==> config.mk <==
export PLATFORM = sky130hd
export DESIGN_NAME = scan_seq_ctrl_flat
export DESIGN_NICKNAME = d
export VERILOG_FILES = /design/src/rtl/scan_seq_pkg.sv /design/src/rtl/scan_seq_ctrl_if.sv /design/src/rtl/scan_seq_counter.sv /design/src/rtl/scan_seq_ctrl.sv /design/src/flat_wrapper.sv
export SDC_FILE = /design/constraint.sdc
export NUM_CORES = 1
export LEC_CHECK = 0
export ABC_AREA = 1
export CAP_MARGIN = 40
export CORE_ASPECT_RATIO = 0.75
export CORE_UTILIZATION = 53
export DETAILED_ROUTE_END_ITERATION = 8
export PLACE_DENSITY = 0.77
export SLEW_MARGIN = 25
export SYNTH_ARGS = -nofsm -noshare
export SYNTH_HDL_FRONTEND = slang
export SYNTH_HIERARCHICAL = 1
export SYNTH_SLANG_ARGS = --single-unit
==> constraint.sdc <==
create_clock -name clk -period 3 [get_ports clk]
set_input_delay 0.75 -clock clk [delete_from_list [all_inputs] [get_ports clk]]
set_output_delay 0.75 -clock clk [all_outputs]
set_load 0.02 [all_outputs]
==> src/rtl/scan_seq_pkg.sv <==
// Shared state encoding, default timing constants and counter sizing for the scan sequencer.
package scan_seq_pkg;

    localparam int DEF_CHAIN_LEN   = 16;
    localparam int DEF_CAP_WAIT    = 4;
    localparam int DEF_CAP_TIMEOUT = 64;

    typedef enum logic [2:0] {
        ST_IDLE,
        ST_SHIFT,
        ST_SETTLE,
        ST_CAPTURE,
        ST_RECOVER,
        ST_UNLOAD,
        ST_DONE
    } scan_seq_state_t;

    // One counter serves every timed phase, so it must hold the longest reload value.
    function automatic int cnt_width(input int a, input int b, input int c);
        int m;
        m = a;
        if (b > m) m = b;
        if (c > m) m = c;
        return $clog2(m + 1);
    endfunction

endpackage

==> src/rtl/scan_seq_ctrl_if.sv <==
// Handshake bundle between the scan sequencer, the chain drivers and the capture generator.
interface scan_seq_ctrl_if #(
    parameter int PAT_W = 8
);
    logic             start;
    logic             abort;
    logic [PAT_W-1:0] num_patterns;
    logic             capture_ack;
    logic             shift_en;
    logic             scan_clk_en;
    logic             capture_req;
    logic             last_unload;
    logic [PAT_W-1:0] pattern_idx;
    logic             busy;
    logic             done;
    logic             cap_timeout;

    modport master (
        output start, abort, num_patterns, capture_ack,
        input  shift_en, scan_clk_en, capture_req, last_unload,
        input  pattern_idx, busy, done, cap_timeout
    );

    modport slave (
        input  start, abort, num_patterns, capture_ack,
        output shift_en, scan_clk_en, capture_req, last_unload,
        output pattern_idx, busy, done, cap_timeout
    );
endinterface

==> src/rtl/scan_seq_counter.sv <==
// Loadable down-counter that parks at zero; tc flags the last cycle of a timed phase.
module scan_seq_counter #(
    parameter int W = 7
) (
    input  logic         clk,
    input  logic         rst,
    input  logic         load,
    input  logic [W-1:0] load_val,
    output logic         tc
);

    logic [W-1:0] count_reg;

    always_ff @(posedge clk or posedge rst) begin
        if (rst) begin
            count_reg <= '0;
        end else if (load) begin
            count_reg <= load_val;
        end else if (count_reg != '0) begin
            count_reg <= count_reg - W'(1);
        end
    end

    assign tc = (count_reg == '0);

endmodule

==> src/rtl/scan_seq_ctrl.sv <==
// At-speed scan sequencer: shift / settle / capture handshake / recover per pattern, then final unload.
// Optional capture timeout enabled by defining SCAN_CAP_TIMEOUT_EN.
module scan_seq_ctrl
    import scan_seq_pkg::*;
#(
    parameter int CHAIN_LEN   = DEF_CHAIN_LEN,
    parameter int PAT_W       = 8,
    parameter int CAP_WAIT    = DEF_CAP_WAIT,
    parameter int CAP_TIMEOUT = DEF_CAP_TIMEOUT
) (
    input logic            clk,
    input logic            rst,
    scan_seq_ctrl_if.slave bus
);

    localparam int CNT_W = cnt_width(CHAIN_LEN, CAP_WAIT, CAP_TIMEOUT);
    localparam logic [CNT_W-1:0] SHIFT_LOAD  = CNT_W'(CHAIN_LEN - 1);
    localparam logic [CNT_W-1:0] SETTLE_LOAD = CNT_W'(CAP_WAIT - 1);
`ifdef SCAN_CAP_TIMEOUT_EN
    localparam logic [CNT_W-1:0] TIMEOUT_LOAD = CNT_W'(CAP_TIMEOUT - 1);
`endif

    scan_seq_state_t  state_reg;
    logic             shift_en_reg;
    logic             scan_clk_en_reg;
    logic             capture_req_reg;
    logic             last_unload_reg;
    logic [PAT_W-1:0] pattern_idx_reg;
    logic [PAT_W-1:0] num_pat_reg;
    logic             busy_reg;
    logic             done_reg;
`ifdef SCAN_CAP_TIMEOUT_EN
    logic             cap_timeout_reg;
`endif

    logic             cnt_load;
    logic [CNT_W-1:0] cnt_val;
    logic             cnt_tc;
    logic [PAT_W:0]   idx_inc;
    logic             more_patterns;

    // One extra bit so a full 2^PAT_W-1 pattern count never wraps the comparison.
    assign idx_inc       = {1'b0, pattern_idx_reg} + {{PAT_W{1'b0}}, 1'b1};
    assign more_patterns = (idx_inc < {1'b0, num_pat_reg});

    // Counter reloads on the same edge that enters the timed phase.
    always_comb begin
        cnt_load = 1'b0;
        cnt_val  = SHIFT_LOAD;
        case (state_reg)
            ST_IDLE:    cnt_load = bus.start;
            ST_SHIFT: begin
                cnt_load = cnt_tc;
                cnt_val  = SETTLE_LOAD;
            end
`ifdef SCAN_CAP_TIMEOUT_EN
            ST_SETTLE: begin
                cnt_load = cnt_tc;
                cnt_val  = TIMEOUT_LOAD;
            end
`endif
            ST_RECOVER: cnt_load = 1'b1;
            default:    cnt_load = 1'b0;
        endcase
    end

    scan_seq_counter #(
        .W (CNT_W)
    ) u_counter (
        .clk      (clk),
        .rst      (rst),
        .load     (cnt_load),
        .load_val (cnt_val),
        .tc       (cnt_tc)
    );

    always_ff @(posedge clk or posedge rst) begin
        if (rst) begin
            state_reg       <= ST_IDLE;
            shift_en_reg    <= 1'b1;
            scan_clk_en_reg <= 1'b0;
            capture_req_reg <= 1'b0;
            last_unload_reg <= 1'b0;
            pattern_idx_reg <= '0;
            num_pat_reg     <= '0;
            busy_reg        <= 1'b0;
            done_reg        <= 1'b0;
`ifdef SCAN_CAP_TIMEOUT_EN
            cap_timeout_reg <= 1'b0;
`endif
        end else begin
            done_reg <= 1'b0;
            if (bus.abort) begin
                // pattern_idx and the timeout flag are kept for post-mortem inspection
                state_reg       <= ST_IDLE;
                shift_en_reg    <= 1'b1;
                scan_clk_en_reg <= 1'b0;
                capture_req_reg <= 1'b0;
                last_unload_reg <= 1'b0;
                busy_reg        <= 1'b0;
            end else begin
                unique case (state_reg)
                    ST_IDLE: begin
                        if (bus.start) begin
                            num_pat_reg     <= bus.num_patterns;
                            pattern_idx_reg <= '0;
                            busy_reg        <= 1'b1;
`ifdef SCAN_CAP_TIMEOUT_EN
                            cap_timeout_reg <= 1'b0;
`endif
                            if (bus.num_patterns == '0) begin
                                state_reg <= ST_DONE;
                                done_reg  <= 1'b1;
                            end else begin
                                state_reg       <= ST_SHIFT;
                                shift_en_reg    <= 1'b1;
                                scan_clk_en_reg <= 1'b1;
                            end
                        end
                    end
                    ST_SHIFT: begin
                        if (cnt_tc) begin
                            state_reg       <= ST_SETTLE;
                            shift_en_reg    <= 1'b0;
                            scan_clk_en_reg <= 1'b0;
                        end
                    end
                    ST_SETTLE: begin
                        if (cnt_tc) begin
                            state_reg       <= ST_CAPTURE;
                            capture_req_reg <= 1'b1;
                        end
                    end
                    ST_CAPTURE: begin
                        if (bus.capture_ack) begin
                            state_reg       <= ST_RECOVER;
                            capture_req_reg <= 1'b0;
                        end
`ifdef SCAN_CAP_TIMEOUT_EN
                        else if (cnt_tc) begin
                            state_reg       <= ST_DONE;
                            capture_req_reg <= 1'b0;
                            cap_timeout_reg <= 1'b1;
                            shift_en_reg    <= 1'b1;
                            done_reg        <= 1'b1;
                        end
`endif
                    end
                    ST_RECOVER: begin
                        state_reg       <= more_patterns ? ST_SHIFT : ST_UNLOAD;
                        shift_en_reg    <= 1'b1;
                        scan_clk_en_reg <= 1'b1;
                        if (more_patterns) begin
                            pattern_idx_reg <= idx_inc[PAT_W-1:0];
                        end else begin
                            last_unload_reg <= 1'b1;
                        end
                    end
                    ST_UNLOAD: begin
                        if (cnt_tc) begin
                            state_reg       <= ST_DONE;
                            scan_clk_en_reg <= 1'b0;
                            last_unload_reg <= 1'b0;
                            done_reg        <= 1'b1;
                        end
                    end
                    ST_DONE: begin
                        state_reg <= ST_IDLE;
                        busy_reg  <= 1'b0;
                    end
                    default: begin
                        state_reg <= ST_IDLE;
                        busy_reg  <= 1'b0;
                    end
                endcase
            end
        end
    end

    assign bus.shift_en    = shift_en_reg;
    assign bus.scan_clk_en = scan_clk_en_reg;
    assign bus.capture_req = capture_req_reg;
    assign bus.last_unload = last_unload_reg;
    assign bus.pattern_idx = pattern_idx_reg;
    assign bus.busy        = busy_reg;
    assign bus.done        = done_reg;
`ifdef SCAN_CAP_TIMEOUT_EN
    assign bus.cap_timeout = cap_timeout_reg;
`else
    assign bus.cap_timeout = 1'b0;
`endif

endmodule

==> src/flat_wrapper.sv <==
// flat-port wrapper written by rule: the top's interface ports become plain ports
module scan_seq_ctrl_flat import scan_seq_pkg::*;
#(
    parameter int CHAIN_LEN   = DEF_CHAIN_LEN,
    parameter int PAT_W       = 8,
    parameter int CAP_WAIT    = DEF_CAP_WAIT,
    parameter int CAP_TIMEOUT = DEF_CAP_TIMEOUT
)
  (clk, rst, bus_start, bus_abort, bus_num_patterns, bus_capture_ack, bus_shift_en, bus_scan_clk_en, bus_capture_req, bus_last_unload, bus_pattern_idx, bus_busy, bus_done, bus_cap_timeout);
  scan_seq_ctrl_if #(.PAT_W(PAT_W)) bus_i ();
  input logic clk;
  input logic rst;
  input wire logic [$bits(bus_i.start)-1:0] bus_start;
  input wire logic [$bits(bus_i.abort)-1:0] bus_abort;
  input wire logic [$bits(bus_i.num_patterns)-1:0] bus_num_patterns;
  input wire logic [$bits(bus_i.capture_ack)-1:0] bus_capture_ack;
  output wire logic [$bits(bus_i.shift_en)-1:0] bus_shift_en;
  output wire logic [$bits(bus_i.scan_clk_en)-1:0] bus_scan_clk_en;
  output wire logic [$bits(bus_i.capture_req)-1:0] bus_capture_req;
  output wire logic [$bits(bus_i.last_unload)-1:0] bus_last_unload;
  output wire logic [$bits(bus_i.pattern_idx)-1:0] bus_pattern_idx;
  output wire logic [$bits(bus_i.busy)-1:0] bus_busy;
  output wire logic [$bits(bus_i.done)-1:0] bus_done;
  output wire logic [$bits(bus_i.cap_timeout)-1:0] bus_cap_timeout;
  assign bus_i.start = bus_start;
  assign bus_i.abort = bus_abort;
  assign bus_i.num_patterns = bus_num_patterns;
  assign bus_i.capture_ack = bus_capture_ack;
  assign bus_shift_en = bus_i.shift_en;
  assign bus_scan_clk_en = bus_i.scan_clk_en;
  assign bus_capture_req = bus_i.capture_req;
  assign bus_last_unload = bus_i.last_unload;
  assign bus_pattern_idx = bus_i.pattern_idx;
  assign bus_busy = bus_i.busy;
  assign bus_done = bus_i.done;
  assign bus_cap_timeout = bus_i.cap_timeout;
  scan_seq_ctrl #(.CHAIN_LEN(CHAIN_LEN), .PAT_W(PAT_W), .CAP_WAIT(CAP_WAIT), .CAP_TIMEOUT(CAP_TIMEOUT)) u_core (.clk(clk), .rst(rst), .bus(bus_i));
endmodule
==> results.md, run 1 <==
- Most frequent cell after synthesis: nand2_1
- Starting Density: 55.9%
- Critical Path Start Type: flop
- Num CTS Buffers: 5
- Non-Filler Instances: 405
- Count of buffers from port buffering: 26
- DRC: 0
- Gr usage total: 23.7%
- Post-Syn Area: 2300 sq um
- Vias: 2,046
- Commonest cells post-synth: 97 x nand2_1, 49 x inv_1, 31 x dfrtp_1
- WL final: 4760 microns
- Global-route wire length before repair: 8340 microns
- Worst Path Required: 3180 ps
- Root Driver: clkbuf_8
- Max Root-Sink Buffers: 2
- Clk pin slew, worst setup/hold paths: 70 ps
- Flop pwr share: 35.0%
- Clock power share: 21.7%
- Gate power share: 43.3%
- Largest net degree at the start of global routing: 26
- Pint: 1140 uW
- Most numerous cell on the critical path: nand2_1
- Die width: 78 microns
- Critical path fanouts, max: 11
- Buffers & Inverters on Critical Path: 1
- Pre-CTS WS: 477 ps
- P per Cell Area: 728 nW/um^2
- Initial antenna violation count: 0
- Top cells by area, synth: dfrtp_1 34%, nand2_1 16%, inv_1 8.0%
- VDD IR-drop max: 539 uV
- Number of synthesized register bits: 32
- Post-synth EDFFs: 0
- Fin crit share: 82.5%
- Die Span Y: 59 microns
- CP endpoint kind: flop
- Max-slew violations: 0
- Syn avg cell area: 7.24 sq um
- Min-delay worst type: reg2reg
- Yosys warns: 6
- Starting DRT DRC Count: 118
- CTS resizes: 0
- Setup Buffers After CTS: 0
- Critical path class: reg2reg
- Post-synthesis sequential area ratio: 34.9%
- Max cap viols: 0
- CTS H-Tree Depth: 2
- Wire per inst: 11.7 microns
- Status: complete, no violations
- CP delay by family, top: simple AND/OR/NAND/NOR gates
- Share of the synthesized area in the top cell type: 33.8%
- DP Cell Count: 397
- Psw: 827 uW
- Fin crit period: 2480 ps
- Placement Rows: 20
- Largest area contributor in the netlist: dfrtp_1
- HPWL Detailed: 3480 microns
- CTS tree: done
- Routability cong.: 0.876
- RSZ-0062 raised after global routing: false
- Fin. Hold Viols: 0
- Actual slew at the worst max-slew pin: 568 ps
- Fin Hold WS: 474 ps
- Clk Latency, worst-skew pair: 290 ps
- I/O Pins: 28
- Sw Share: 42.1%
- Fin worst setup slack: 524 ps
- Ordered cell list for the critical path: ha_1 > nand3_2 > nor2_1 > xor2_1 > inv_1 > ha_1 > nand2_1 > nand2_1 > nand2_1 > nand2_1 > nor2_1 > nand2_1 > nand2_2 > nand2_4 > nand2_1 > nand2_1
- Ant diodes: 0
- FFs w/ async S/R, synth: 100%
- # setup viols final: 0
- Worst path max stage delay: 450 ps
- Final Skew: 6.73 ps
- Fillcell total: 366
- CORE AREA: 4100 sq um
- Max frequency: 404 MHz
- # nets final: 374
- Worst slew margin: 62.0%
- Lkg Pwr: 0.00147 uW
- Detail-routed via count per cell: 5.05
- Dominant synthesized flop cell: dfrtp_1
- Gate Count Post-Synth: 317
- Synth-to-layout area growth: 17.7%
- Worst path arrival time: 2660 ps
- Netlist cell types: 35
- Die ar.: 4600 sq um
- Setup TNS Final: 0 ps
- GRT Residual Overflow: 0
- CTS sink cnt: 32
- Remaining antenna violation count: 0
- First-pass iteration count of the detailed router: 4
- Slowest CP cell: dfrtp_1
- Share of cells above drive strength 1: 12.9%
- Hold buffers post-CTS: 0
- Number of global-route vias before repair: 1,919
==> final cells by class <==
| type | count | area [sq um] | area share [%] |
|---|---|---|---|
| sequential | 32 | 802 | 29.7 |
| timing repair buffer | 27 | 268 | 9.91 |
| inverter | 54 | 203 | 7.50 |
| tap | 55 | 68.8 | 2.55 |
| multi-input combinational | 229 | 1250 | 46.2 |
| clock buffer | 5 | 68.8 | 2.55 |
| clock inverter | 3 | 42.5 | 1.57 |
==> worst reg2reg max path, delay by kind of cell, from the launching register on <==
kind / cells / cell delay (ps)
XOR/XNOR: 1 / 200
flip-flops: 1 / 450
AND/OR/NAND/NOR: 12 / 1120
adder cells (fa/ha/maj): 2 / 520
buffers and inverters: 1 / 60
==> per-layer routing <==
layer  part of all wire [%]  vias to the layer above  track usage, %
li1                       -                     1045               -
met1                     47                      957            30.4
met2                     48                       42            40.8
met3                    4.7                        2            6.31
met4                   0.27                        0            5.56
met5                      0                        -               0
==> power by group through the flow <==
stage               sequential [uW]  clock, uW  combinational (uW)
global placement                695          0                 822
detailed placement              694          0                 840
floorplan                       705          0                 651
finish                          689        426                 851
global route                    706        449                 975
CTS                             690        431                 855
==> through the flow <==
step / util [%] / power [uW] / cell area, sq um
floorplan: - / 1360 / 2310
global placement: 63.1 / 1520 / 2590
detailed placement: 63.1 / 1530 / 2590
CTS: 65.8 / 1980 / 2700
global route: 65.8 / 2130 / 2700
finish: 65.8 / 1970 / 2700
==> worst paths after layout <==
check	start	depth (start not counted)	endpoint	slack, ps
min in group asynchronous	rst	2	u_core/u_counter/count_reg[5]	720
worst max register to register	u_core/bus.pattern_idx[0]	16	u_core/bus.pattern_idx[5]	520
worst max-delay path	u_core/bus.pattern_idx[0]	16	u_core/bus.pattern_idx[5]	520
worst min-delay path	u_core/bus.shift_en	2	u_core/bus.shift_en	470
worst min register to register	u_core/bus.shift_en	2	u_core/bus.shift_en	470
max in group asynchronous	rst	3	u_core/bus.shift_en	1870
==> cell families after synthesis <==
family,Yosys count,synth area share [%]
simple gates,182,38.8
other cells,2,0.327
xor+xnor,2,0.763
flops,32,34.9
fa+ha+maj,12,6.54
compound gates,27,7.30
buf+inv,60,11.3
==> cell usage in the layout, fill, tap and decap left out, drive strengths merged <==
cell type	synthesis	final
clkdlybuf4s50	0	26
a21oi	4	4
o21bai	1	1
o31ai	1	1
nand3b	1	1
dfstp	1	1
nand4	5	5
o21ai	19	19
clkbuf	0	5
and3	1	1
nor3	4	4
clkinv	0	1
a22oi	1	1
conb	2	6
nand2	107	107
o211ai	1	1
bufinv	0	1
or2	2	2
nor2	37	37
xor2	2	2
ha	12	12
buf	6	1
dfrtp	31	31
nand3	25	25
clkinvlp	0	1
inv	54	54
Power figures use the tool's default switching activity.
==> inputs of run 2 (changes only) <==
Clock period 3 ns to 2.3 ns, I/O delays scaled along.
==> run 2 against run 1 <==
  * First-iteration DRC count is 1.7% higher
  * Maximum frequency is 12% higher
  * Sequential share of layout area is 1.6 points lower
  * Count of clock-buffer cells in the layout is 3 higher
  * Core utilization is 3.9 points higher
  * Worst hold slack better by 2.6 ps
  * Critical endpoint is now u_core/bus.pattern_idx[4]
  * Largest cell class unchanged
  * Largest power group unchanged
==> results.md, run 2 (same netlist as run 1, synthesis figures left out) <==
- Die width: 78 microns
- Max frequency: 453 MHz
- Flop pwr share: 35.6%
- Global-route wire length before repair: 8300 microns
- CTS sink cnt: 32
- CP endpoint kind: flop
- Fin crit period: 2210 ps
- Critical Path Start Type: flop
- Status: complete, no violations
- Ant diodes: 0
- Max-slew violations: 0
- Starting Density: 55.9%
- Hold buffers post-CTS: 0
- Die ar.: 4600 sq um
- DP Cell Count: 402
- Leading cell type in the layout, fill and taps excluded: nand2_1
- Clk Latency, worst-skew pair: 300 ps
- First-pass iteration count of the detailed router: 5
- Psw: 1080 uW
- Hold Path Depth: 2
- Worst Path Required: 2540 ps
- Largest net degree at the start of global routing: 26
- VDD IR-drop max: 690 uV
- Sw Share: 42.9%
- P per Cell Area: 882 nW/um^2
- Gate power share: 46.0%
- Wire per inst: 12.5 microns
- Gr usage total: 23.4%
- Max Root-Sink Buffers: 2
- Routability cong.: 0.941
- Critical path fanouts, max: 5
- Fin worst setup slack: 93.3 ps
- Number of global-route vias before repair: 1,949
- Most frequent cells in the layout: 94 x nand2_1, 49 x inv_1, 30 x dfrtp_1
- Fin crit share: 95.9%
- Clock power share: 18.4%
- Share of cells above drive strength 1: 17.9%
- Vias: 2,142
- CORE AREA: 4100 sq um
- Critical path class: reg2reg
- Count of buffers from port buffering: 26
- Die Span Y: 59 microns
- Initial antenna violation count: 0
- Worst path arrival time: 2440 ps
- Min-delay worst type: reg2reg
- Placement Rows: 20
- Starting DRT DRC Count: 120
- # nets final: 387
- Pint: 1440 uW
- Remaining antenna violation count: 0
- Non-Filler Instances: 418
- Final Skew: 1.59 ps
- HPWL Detailed: 3580 microns
- Clk pin slew, worst setup/hold paths: 70 ps
- Pre-CTS WS: -15.7 ps
- Num CTS Buffers: 5
- Detail-routed via count per cell: 5.12
- R2R cell count: 15
- # setup viols final: 0
- CTS tree: done
- CTS H-Tree Depth: 2
- Core Util, Final: 69.7%
- Synth-to-layout area growth: 24.6%
- DRC: 0
- Lkg Pwr: 0.00154 uW
- WL final: 5210 microns
- Max cap viols: 0
- Fin. Hold Viols: 0
- I/O Pins: 28
- GRT Residual Overflow: 0
- Root Driver: clkbuf_8
run 2: worst max-delay path: stages (launching register included):
cell and delay (ps):
dfrtp_1 410, buf_4 170, nand3_2 120, nor2_4 140
nand3_1 80, nand2_1 80, nand2_1 90, inv_1 80
ha_1 240, and3_1 170, nand2_1 80, nand2_2 100
nand2_4 140, buf_4 120, nand3_1 60, nand2_1 80
run 2: final timing paths:
| check | from | to | slack, ps |
|---|---|---|---|
| setup / recovery | u_core/bus.pattern_idx[1] | u_core/bus.pattern_idx[4] | 90 |
| hold / removal | u_core/bus.shift_en | u_core/bus.shift_en | 480 |
| setup reg to reg | u_core/bus.pattern_idx[1] | u_core/bus.pattern_idx[4] | 90 |
| hold reg to reg | u_core/bus.shift_en | u_core/bus.shift_en | 480 |
| max in group asynchronous | rst | u_core/bus.shift_en | 1350 |
| min in group asynchronous | rst | u_core/u_counter/count_reg[6] | 540 |
run 2: power by group through the flow:
stage	Clock [uW]	Sequential, uW	Combinational (uW)
final	464	898	1160
after global routing	493	917	1310
after floorplan	0	920	849
after CTS	467	896	1130
after global placement	0	901	1090
after detailed placement	0	903	1120
run 2: stage by stage:
step / power, uW / instance area (sq um) / TNS (ps) / hold slack (ps)
2_1_floorplan: 1770 / 2310 / 0 / 378
6_report: 2520 / 2860 / 0 / 476
3_5_place_dp: 2020 / 2630 / -31.2 / 470
5_1_grt: 2720 / 2860 / -136 / 491
3_3_place_gp: 1990 / 2630 / 0 / 466
4_1_cts: 2490 / 2720 / 0 / 480
run 2: repair_timing:
item                                    4_1_cts  5_1_grt
resized for setup                             1       15
endpoints found under the setup margin        8       10
setup buffers                                 0        7
cloned                                        0        1
endpoints found under the hold margin         0        0
pin swaps                                     0        9
run 2: final cells by class:
cell class	count	area, sq um
flip-flops and latches	32	803
clock buffers	8	90.1
multi-input cells	230	1330
well taps	55	68.8
fillers	353	1240
repair buffers	39	362
inverters	54	203
run 2: per-layer routing:
metal / global-route usage, % / wire length, microns / share of wire, %
met5: 0 / 0 / 0
met4: 8.99 / 103 / 2.0
met3: 4.62 / 288 / 5.5
met2: 39.7 / 2410 / 46
met1: 30.1 / 2400 / 46
==> inputs of run 3 (changes only) <==
Settings changed: CORE_MARGIN set to 2.
==> run 3 against run 2 <==
  * Global-route usage shrank 1.5 points
  * Worst hold slack gained 8.0 ps
  * Register-to-register slack gained 50 ps
  * Cell count shrank 0.96%
  * Clock power shrank 1%
  * Via count shrank 6.3%
  * Critical path depth grew 1
  * Sequential cell count is the same
  * Wire length shrank 8.1%
  * Clock skew grew 1.5 ps
  * Critical path type unchanged
  * Largest power group unchanged
==> results.md, run 3 (same netlist as run 1, synthesis figures left out) <==
- Initial antenna violation count: 0
- Clk Latency, worst-skew pair: 290 ps
- CORE AREA: 4100 sq um
- Die width: 80 microns
- Flop pwr share: 36.3%
- First-pass iteration count of the detailed router: 4
- Fin crit period: 2150 ps
- CTS H-Tree Depth: 2
- Final Skew: 3.14 ps
- Clk pin slew, worst setup/hold paths: 70 ps
- Status: complete, no violations
- Die Span Y: 61 microns
- Clock power share: 18.4%
- Detail-routed via count per cell: 4.85
- Psw: 1060 uW
- Fillcell total: 356
- Pint: 1430 uW
- Pre-CTS WS: -20.3 ps
- Wire per inst: 11.6 microns
- Worst Path Required: 2480 ps
- CP delay by family, top: simple AND/OR/NAND/NOR gates
- Gate power share: 45.4%
- Gr usage total: 21.9%
- Remaining antenna violation count: 0
- Starting DRT DRC Count: 131
- Critical Path Start Type: flop
- Root Driver: clkbuf_8
- Buffers & Inverters on Critical Path: 1
- Sw Share: 42.7%
- Number of global-route vias before repair: 1,787
- # setup viols final: 0
- Placement Rows: 20
- Num CTS Buffers: 5
- Most frequent cells in the layout: 96 x nand2_1, 49 x inv_1, 31 x dfrtp_1
- Fin worst setup slack: 148 ps
- Vias: 2,006
- Routability cong.: 0.823
- Hold buffers post-CTS: 0
- HPWL Detailed: 3520 microns
- Share of cells above drive strength 1: 16.2%
- Max Root-Sink Buffers: 2
- Max-slew violations: 0
- Global-route wire length before repair: 8020 microns
- Ant diodes: 0
- DRC: 0
- Critical path class: reg2reg
- Ordered cell list for the critical path: ha_4 > nand3_4 > nor2_4 > xor2_1 > inv_1 > ha_1 > nand2_1 > nand2_1 > nand2_1 > nand2_1 > nor2_2 > nand2_2 > nand2_4 > nand2_4 > nand2_1 > nand2_1
- Fin Hold WS: 485 ps
- # nets final: 383
- Max frequency: 465 MHz
- Most numerous cell on the critical path: nand2_1
- GRT Residual Overflow: 0
- VDD IR-drop max: 662 uV
- Worst path arrival time: 2330 ps
- CTS sink cnt: 32
- Worst path max stage delay: 410 ps
- Min-delay worst type: reg2reg
- Synth-to-layout area growth: 21.5%
- Fin. Hold Viols: 0
- CTS tree: done
- CP endpoint kind: flop
- Lkg Pwr: 0.00151 uW
- Worst reg-to-reg setup slack: 150 ps
- Register area: 802 sq um
- Largest net degree at the start of global routing: 26
- I/O Pins: 28
- Critical path fanouts, max: 8
- Fin crit share: 93.6%
- Starting Density: 55.9%
- Area occupied by multi-input gates: 1290 sq um
- Slowest CP cell: dfrtp_1
- P per Cell Area: 892 nW/um^2
- Max cap viols: 0
- Leading cell type in the layout, fill and taps excluded: nand2_1
- WL final: 4780 microns
- Count of buffers from port buffering: 26
- Die ar.: 4880 sq um
-- run 3: per-layer routing --
metal	vias up	wire, microns	global-route usage (%)
met2	51	2100	33.7
met5	-	0	0
met3	7	237	5.95
met4	0	78	6.54
li1	1058	-	-
met1	890	2370	30.6
-- run 3: final timing paths --
kind	from	endpoint	depth (start not counted)
worst max-delay path	u_core/bus.pattern_idx[1]	u_core/bus.pattern_idx[6]	16
worst min-delay path	u_core/bus.shift_en	u_core/bus.shift_en	2
worst max register to register	u_core/bus.pattern_idx[1]	u_core/bus.pattern_idx[6]	16
worst min register to register	u_core/bus.shift_en	u_core/bus.shift_en	2
max in group asynchronous	rst	u_core/bus.shift_en	3
min in group asynchronous	rst	u_core/u_counter/count_reg[5]	2
-- run 3: power by group through the flow --
stage / Combinational, uW / Sequential (uW) / Clock [uW]
floorplan: 849 / 920 / 0
global placement: 1090 / 900 / 0
detailed placement: 1110 / 906 / 0
CTS: 1120 / 899 / 476
global route: 1300 / 920 / 506
finish: 1130 / 903 / 458
-- run 3: cell type report --
| cell class | instances | share of cell area, % |
|---|---|---|
| well taps | 55 | 2.47 |
| inverters | 54 | 7.26 |
| repair buffers | 35 | 11.7 |
| flip-flops and latches | 32 | 28.7 |
| clock buffers | 7 | 3.09 |
| multi-input cells | 230 | 46.4 |
| clock inverters | 1 | 0.269 |
-- run 3: metrics by stage --
stage | TNS, ps | power (uW) | area [sq um] | instances | utilization [%]
floorplan | 0 | 1770 | 2310 | 321 | -
global placement | 0 | 1990 | 2630 | 402 | 64.0
detailed placement | -89.1 | 2020 | 2630 | 402 | 64.0
CTS | 0 | 2500 | 2730 | 410 | 66.4
global route | -11.7 | 2730 | 2790 | 414 | 68.0
finish | 0 | 2490 | 2790 | 414 | 68.0
-- run 3: what timing repair did --
action,in CTS,in global routing
gates cloned,0,1
setup buffers,0,3
pin swaps,0,6
setup endpoints to repair,8,10
resized for setup,1,8
-- run 3: tightest hold or removal path: cells and delay by family, from the launching register on --
kind / cells / cell delay [ps]
AOI/OAI and AO/OA: 1 / 60
and+or+nand+nor: 1 / 50
DFF: 1 / 370
